File: config.mk
export PLATFORM = sky130hd
export DESIGN_NAME = router_fsm
export DESIGN_NICKNAME = d
export VERILOG_FILES = /design/src/rtl/router_fsm.sv
export SDC_FILE = /design/constraint.sdc
export NUM_CORES = 1
export LEC_CHECK = 0
export BUFFER_PORTS_ARGS = -buffer_cell sky130_fd_sc_hd__buf_2
export CELL_PAD_IN_SITES_DETAIL_PLACEMENT = 1
export CELL_PAD_IN_SITES_GLOBAL_PLACEMENT = 2
export CORE_MARGIN = 2
export CORE_UTILIZATION = 21
export DETAILED_ROUTE_END_ITERATION = 7
export PLACE_DENSITY = 0.79
export REMOVE_ABC_BUFFERS = 1
export SLEW_MARGIN = 40
export SYNTH_ARGS = -nofsm -noshare
export SYNTH_HDL_FRONTEND = slang
export SYNTH_SLANG_ARGS = --single-unit
File: constraint.sdc
create_clock -name clock -period 1.4 [get_ports clock]
set_input_delay 0.14 -clock clock [delete_from_list [all_inputs] [get_ports clock]]
set_output_delay 0.14 -clock clock [all_outputs]
set_load 0.1 [all_outputs]
File: src/rtl/router_fsm.sv
// ----------------------------------------------------------------------------
// router_fsm
//
// Packet-reception controller for the 1x3 router. It sits upstream of the
// three output FIFOs and the input register. It decodes the header address,
// sequences the header, payload and parity loads, and stalls the source
// whenever the selected FIFO is full.
//
// All outputs are Moore decodes of the state register; there are no output
// registers.
//
// Ports
//   clock             in  rising-edge system clock
//   resetn            in  asynchronous active-low reset
//   pkt_valid         in  source is driving header/payload; falls with parity
//   data_in[1:0]      in  header address, sampled in DECODE_ADDRESS
//   fifo_full         in  full flag of the currently selected FIFO
//   fifo_empty_0..2   in  per-FIFO empty flags
//   soft_reset_0..2   in  per-FIFO soft resets (read-side timeout)
//   parity_done       in  register has loaded the parity byte
//   low_packet_valid  in  register saw pkt_valid fall while we were stalled
//   write_enb_reg     out enable a FIFO write this cycle
//   detect_add        out high in DECODE_ADDRESS (synchroniser latches address)
//   ld_state          out high in LOAD_DATA
//   laf_state         out high in LOAD_AFTER_FULL
//   lfd_state         out high in LOAD_FIRST_DATA (header tag)
//   full_state        out high in FIFO_FULL_STATE
//   rst_int_reg       out high in CHECK_PARITY_ERROR
//   busy              out source must hold its data
// ----------------------------------------------------------------------------
module router_fsm #(
    parameter int NUM_PORTS = 3,
    parameter int ADDR_W    = 2
) (
    input  logic              clock,
    input  logic              resetn,
    input  logic              pkt_valid,
    input  logic [ADDR_W-1:0] data_in,
    input  logic              fifo_full,
    input  logic              fifo_empty_0,
    input  logic              fifo_empty_1,
    input  logic              fifo_empty_2,
    input  logic              soft_reset_0,
    input  logic              soft_reset_1,
    input  logic              soft_reset_2,
    input  logic              parity_done,
    input  logic              low_packet_valid,
    output logic              write_enb_reg,
    output logic              detect_add,
    output logic              ld_state,
    output logic              laf_state,
    output logic              lfd_state,
    output logic              full_state,
    output logic              rst_int_reg,
    output logic              busy
);

    localparam int ADDR_SPACE = 1 << ADDR_W;

    typedef enum logic [2:0] {
        DECODE_ADDRESS     = 3'd0,
        WAIT_TILL_EMPTY    = 3'd1,
        LOAD_FIRST_DATA    = 3'd2,
        LOAD_DATA          = 3'd3,
        FIFO_FULL_STATE    = 3'd4,
        LOAD_AFTER_FULL    = 3'd5,
        LOAD_PARITY        = 3'd6,
        CHECK_PARITY_ERROR = 3'd7
    } state_t;

    state_t            state_q;
    state_t            state_d;
    logic [ADDR_W-1:0] addr_q;
    logic [ADDR_W-1:0] addr_d;

    // Flags are padded out to the full address space so that the invalid
    // address indexes a defined 0 (never empty, never soft-reset).
    logic [ADDR_SPACE-1:0] emptyVec;
    logic [ADDR_SPACE-1:0] softResetVec;
    logic                  addrValid;
    logic                  headerEmpty;
    logic                  selEmpty;
    logic                  selSoftReset;

    always_comb begin
        emptyVec     = '0;
        softResetVec = '0;
        emptyVec[NUM_PORTS-1:0]     = {fifo_empty_2, fifo_empty_1, fifo_empty_0};
        softResetVec[NUM_PORTS-1:0] = {soft_reset_2, soft_reset_1, soft_reset_0};
    end

    assign addrValid    = (32'(data_in) < NUM_PORTS);
    assign headerEmpty  = emptyVec[data_in];
    assign selEmpty     = emptyVec[addr_q];
    assign selSoftReset = softResetVec[addr_q];

    // State and latched address register.
    always_ff @(posedge clock or negedge resetn) begin
        if (!resetn) begin
            state_q <= DECODE_ADDRESS;
            addr_q  <= '0;
        end else begin
            state_q <= state_d;
            addr_q  <= addr_d;
        end
    end

    // Next-state and address-capture logic.
    always_comb begin
        state_d = state_q;
        addr_d  = addr_q;

        unique case (state_q)
            DECODE_ADDRESS: begin
                // An invalid header address is simply ignored; we keep
                // waiting for a usable header.
                if (pkt_valid && addrValid) begin
                    addr_d  = data_in;
                    state_d = headerEmpty ? LOAD_FIRST_DATA : WAIT_TILL_EMPTY;
                end
            end
            WAIT_TILL_EMPTY: begin
                if (selEmpty) begin
                    state_d = LOAD_FIRST_DATA;
                end
            end
            LOAD_FIRST_DATA: begin
                state_d = LOAD_DATA;
            end
            LOAD_DATA: begin
                // Full wins over a simultaneous pkt_valid fall; the parity
                // is picked up later via low_packet_valid.
                if (fifo_full) begin
                    state_d = FIFO_FULL_STATE;
                end else if (!pkt_valid) begin
                    state_d = LOAD_PARITY;
                end
            end
            FIFO_FULL_STATE: begin
                if (!fifo_full) begin
                    state_d = LOAD_AFTER_FULL;
                end
            end
            LOAD_AFTER_FULL: begin
                if (parity_done) begin
                    state_d = DECODE_ADDRESS;
                end else if (low_packet_valid) begin
                    state_d = LOAD_PARITY;
                end else begin
                    state_d = LOAD_DATA;
                end
            end
            LOAD_PARITY: begin
                state_d = CHECK_PARITY_ERROR;
            end
            CHECK_PARITY_ERROR: begin
                state_d = fifo_full ? FIFO_FULL_STATE : DECODE_ADDRESS;
            end
            default: begin
                state_d = DECODE_ADDRESS;
            end
        endcase

        // A soft reset of the selected FIFO abandons the packet in flight.
        if (state_q != DECODE_ADDRESS && selSoftReset) begin
            state_d = DECODE_ADDRESS;
        end
    end

    // Moore output decode.
    always_comb begin
        detect_add    = (state_q == DECODE_ADDRESS);
        ld_state      = (state_q == LOAD_DATA);
        laf_state     = (state_q == LOAD_AFTER_FULL);
        lfd_state     = (state_q == LOAD_FIRST_DATA);
        full_state    = (state_q == FIFO_FULL_STATE);
        rst_int_reg   = (state_q == CHECK_PARITY_ERROR);
        write_enb_reg = (state_q == LOAD_DATA) || (state_q == LOAD_PARITY) ||
                        (state_q == LOAD_AFTER_FULL);
        busy          = !((state_q == DECODE_ADDRESS) || (state_q == LOAD_DATA));
    end

endmodule

Word level (Yosys, flattened, before mapping)
Index checks and enable logic that the tools add are counted.

word-level totals
  register bits = 5
  latch bits = 0
  memory bits (writable) = 0
  ROM bits = 0
  bits of input ports = 14
  output and inout port bits = 8
  memories kept = 0

operators by class
  add/subtract/negate cells = 0
  $mul = 0
  div/mod/pow operators = 0
  order comparisons = 3
  equal/unequal tests = 11
  shift-type cells = 0
  muxes and demuxes = 17
  bitwise logic cells = 0
  reductions and logical operators = 10

operator list
  kind                  number
  $mux W3               9
  $pmux W3 S8           1
  $eq A3 B3 Y1 const B  4
  $bmux W1 S2           3
  $eq A3 B2 Y1 const B  2
  $lt A2 B3 Y1 const B  2
  $ne A4 B3 Y1 const B  1
  $reduce_and A4 Y1     1
  $eq A3 B1 Y1 const B  1
  $logic_not A3 Y1      1
  $logic_or A1 B1 Y1    3
  $mux W1               3
  $ne A3 B1 Y1 const B  1
  $ne A3 B2 Y1 const B  1
  $ne A3 B3 Y1 const B  1
  $reduce_bool A3 Y1    1
  $logic_and A1 B1 Y1   2
  $lt A2 B2 Y1 const B  1
  $mux W2               1
  $reduce_and A2 Y1     1
  $logic_not A1 Y1      1

Logic depth before layout (Yosys ltp)
  word-level depth = 6
  gate-level depth with buffers = 6

Least setup slack after synthesis
OpenSTA, ideal clock, no wires.

  kind = flip-flop to output port
  from = register state_q[1]
  to = output port busy
  arrival time = 4.118 ns
  slack = -2.858 ns
  stages on the path, launching flop included = 4
  buffers on the path = 1
  cells stage by stage = dfrtp_1 bufbuf_8 nor3_1 nor2_1

on the way
  cells in the longest elaborated chain, start to end = 3
  elaborated cells on any way between the ends = 4
  those cells by class = 1 x eq/ne; 3 x reduce/logical

RTL lines
  item                      line  source
  start: declaration        71    state_t state_q;
  start signal: assignment  103   state_q <= state_d;
  $logic_not A3 Y1          --
  net detect_add            49    output logic detect_add,
  $logic_or A1 B1 Y1        180   busy = !((state_q == DECODE_ADDRESS) || (state_q == LOAD_DATA));
  $logic_not A1 Y1          180
  end: declaration          55    output logic busy

The timed path passes the listed nets, and every way through them passes these cells.

Worst setup path in the final report
  from = register state_q[1]
  to = register state_q[1]

on the way
  cells in the longest elaborated chain, start to end = 4
  elaborated cells on any way between the ends = 17
  those cells by class = 11 x eq/ne; 2 x mux; 4 x reduce/logical

RTL lines
  item                                            line  source
  $reduce_bool A3 Y1                              165   if (state_q != DECODE_ADDRESS && selSoftReset) begin
  $logic_and A1 B1 Y1                             165
  $ne A4 B3 Y1 (no line) (tied with other cells)  --
  $reduce_and A4 Y1 (no line)                     --

Parallel ways exist; a longest one is shown, timed or not.
A chain may end at the register's enable or synchronous reset.

==> results.md <==
* Total Wirelength at between 1500 and 2000 um
* Core area at approximately 2200 um^2
* Finished Layout Cells at 128
* Hold Vio Cnt, Final at 0
* Switch Pwr at 1.47 mW
* Clock Tree Root: clkbuf_4
* Post-synthesis adder-cell area fraction at 0
* Mux share of post-synthesis cell area at 0.0619
* Sw Ratio at 0.530
* FF-to-FF End: state_q[1]$_DFFE_PN0P_
* Peak supply drop at around 1.6 mV
* Layout cells sized above 1 at 0.550
* Initial core utilization at 0.222
* Leak at between 0.4 and 0.5 nW
* Max-slew headroom at 0.828
* Avg WL per Cell at 14.8 um
* Max Slew Vio Count at 0
* Area growth syn-to-layout at 96.9%
* Max Cap Violations at 0
* Final nets at between 100 and 150
* Ys Warns at 0
* CP startpoint kind: flop
* HP Start: data_in[0]
* Clk slew on worst S/H paths at ~50 ps
* Worst min path class: input port to flop
* RSZ-0062 raised after global routing: yes
* DIE AREA at about 2700 um^2
* IO buf count at 21
* Most frequent cells in the layout: buf_2, buf_4, buf_12, nor2_1, dfrtp_1
* Seq/Total Area, Yosys at 0.258
* Yosys reg bits at 5
* Drt pass-1 iters at 4
* Iter 0 DRT Violations at 9
* Pwr/cell area at a little under 3000 nW/um^2
* Cells after DPL at about 120
* Hold Path Depth at 2
* N_diodes at 0
* Vias at 638
* Final min period at ~1500 ps
* DP HPWL at 1390 um
* GPL Wtd Cong at 0.838
* Max Root-Sink Buffers at 2
* Combinational share of power at 0.833
* Hold Path Sink: addr_q[0]$_DFFE_PN0P_
* Failing checks: negative setup slack
* CP Capture Type: flop
* Finish-stage setup viols at 10
* Post-synthesis simple-gate area fraction at 0.307
* DRC at 0
* Compound-Gate Fraction of Synth Area at 0.284
* Status: finished, violations left
* Final Util at 0.436
* Xor and xnor area share after synthesis at 0.0180
* DR vias/cell at approximately 5
* Worst flop-to-flop path startpoint: state_q[1]$_DFFE_PN0P_
* Detail Route Antenna Nets at 0
* Critical path class: flop to flop
* Slowest stage cell on the critical path: dfrtp_1
* GR Util All Layers at 0.149
* Crit path arrival time at roughly 1600 ps
* Vias in the first global route at between 600 and 700
* Clock share of power at 0.061
* Crit path required time at 1510 ps
* Internal cell power at between 1 and 1.5 mW
* Final Worst Setup Slack at -76.5 ps
* Post-Syn Area at 485 um^2
* Register-to-register setup slack at -80 ps
* R2R cell count at 5
* Clock latency on the worst-skew pair at between 200 and 250 ps
* Syn Area/Cell at 8.09 um^2
* Cells along the critical path: nand2_1 > or3_4 > and3_4 > o311ai_1 > a21oi_1
* GRT Residual Overflow at 0
* Largest net degree at the start of global routing at 9
* Antenna violations before repair at 0
* Skew final at 5.44 ps
* Unique cell type count in the Yosys netlist at 30
* Seq pwr share at 0.106
* CTS buffer count at 3
* Max Clock Freq at roughly 0.68 GHz
* # H-tree levels at 1
* Die extent in x at between 50 and 60 um
* CTS tree: yes
* Main combinational cell family by area after synthesis: simple AND/OR/NAND/NOR gates
* Clock sink count at 5
* Worst path max stage delay at 400 ps
* DIE HEIGHT at about 52 um
* Dpl ws at -23.6 ps
* Final worst-path cycle share at 1.05
* IO Count at 22
* Crit path max fanout at 3
* Mapped Cells at 60
* Slew @ Worst Pin at around 250 ps
* WHS at roughly 220 ps
* Rows at 17
* Total negative slack at -374 ps
* First-pass GRT wire length at about 3000 um
-- state kept, by name (all words and copies together) (netlist names) --
register,cells
state_q,3
addr_q,2
-- metal layers --
metal / up-vias / wire [um] / global-route usage / part of all wire
met5: - / 0 / 0 / 0
met4: 0 / 57 / 0.0789 / 0.030
met3: 6 / 117 / 0.0345 / 0.062
met2: 24 / 1000 / 0.270 / 0.53
met1: 303 / 713 / 0.158 / 0.38
li1: 305 / - / - / -
-- how the worst max path moves through the flow --
stage                      startpoint                      to  slack (ps)  cells past startpoint
6_report       state_q[1]$_DFFE_PN0P_  state_q[1]$_DFFE_PN0P_         -80                      5
5_1_grt        state_q[2]$_DFFE_PN0P_  state_q[1]$_DFFE_PN0P_        -120                      6
4_1_cts        state_q[0]$_DFFE_PN0P_              detect_add         -60                      4
3_5_place_dp   state_q[2]$_DFFE_PN0P_  state_q[2]$_DFFE_PN0P_         -20                      5
3_3_place_gp   state_q[2]$_DFFE_PN0P_  state_q[2]$_DFFE_PN0P_           8                      5
2_1_floorplan  state_q[0]$_DFFE_PN0P_                    busy       -2730                      2
-- kinds of logic (layout without fill, tap and decap cells) --
logic type	count (synthesis)	after routing
muxes	3	3
buffers and inverters	4	44
xor gates and xnor gates	1	1
and+or+nand+nor	29	29
DFF	5	5
AOI/OAI and AO/OA	18	18
-- what timing repair did --
item	in CTS	in global routing
setup buffers	4	2
cloned	0	0
pin swaps	4	0
hold endpoints to repair	5	0
resized for setup	15	3
setup endpoints to repair	10	11
hold buffers	1	0
-- critical path, delay by kind of cell, from the launching register on --
kind / cells / cell delay [ps]
AOI/OAI and AO/OA: 2 / 200
and+or+nand+nor: 3 / 730
DFF: 1 / 400
-- cell usage after synthesis, drive strengths merged --
cell type,n,area share
inv,1,0.013
a2bb2oi,1,0.018
o22a,3,0.054
a21boi,1,0.015
nand2,3,0.023
buf,2,0.021
o22ai,1,0.013
nor2,11,0.085
nor3,4,0.041
a21oi,3,0.031
and2,1,0.013
or3,1,0.013
mux2i,3,0.062
a21o,1,0.015
o41ai,1,0.034
nand3,2,0.021
o211ai,2,0.031
a22oi,1,0.015
nand3b,2,0.031
nor3b,1,0.015
xor2,1,0.018
or2b,1,0.015
o21ai,2,0.021
nand2b,1,0.013
and3,1,0.023
bufbuf,1,0.039
dfrtp,5,0.26
nor2b,1,0.013
o2111ai,1,0.018
o311ai,1,0.018
-- power by group through the flow --
stage	Clock (mW)	Sequential [mW]	Combinational (mW)
floorplan	0	0.347	1.02
global placement	0	0.287	1.99
detailed placement	0	0.290	2.02
CTS	0.171	0.290	2.23
global route	0.184	0.305	2.43
finish	0.168	0.293	2.30
-- stage by stage --
step                      power (mW)  cell area (um^2)
after floorplan                 1.36               457
after global placement          2.28               800
after detailed placement        2.31               800
after CTS                       2.69               930
after global routing            2.91               956
final                           2.76               956
-- layout make-up --
class / count / area [um^2]
fill: 269 / 1230
multi-input combinational: 51 / 385
timing repair buffer: 39 / 378
sequential: 5 / 125
tap: 28 / 35.0
clock buffer: 4 / 26.3
inverter: 1 / 6.26
Power figures use the tool's default switching activity.
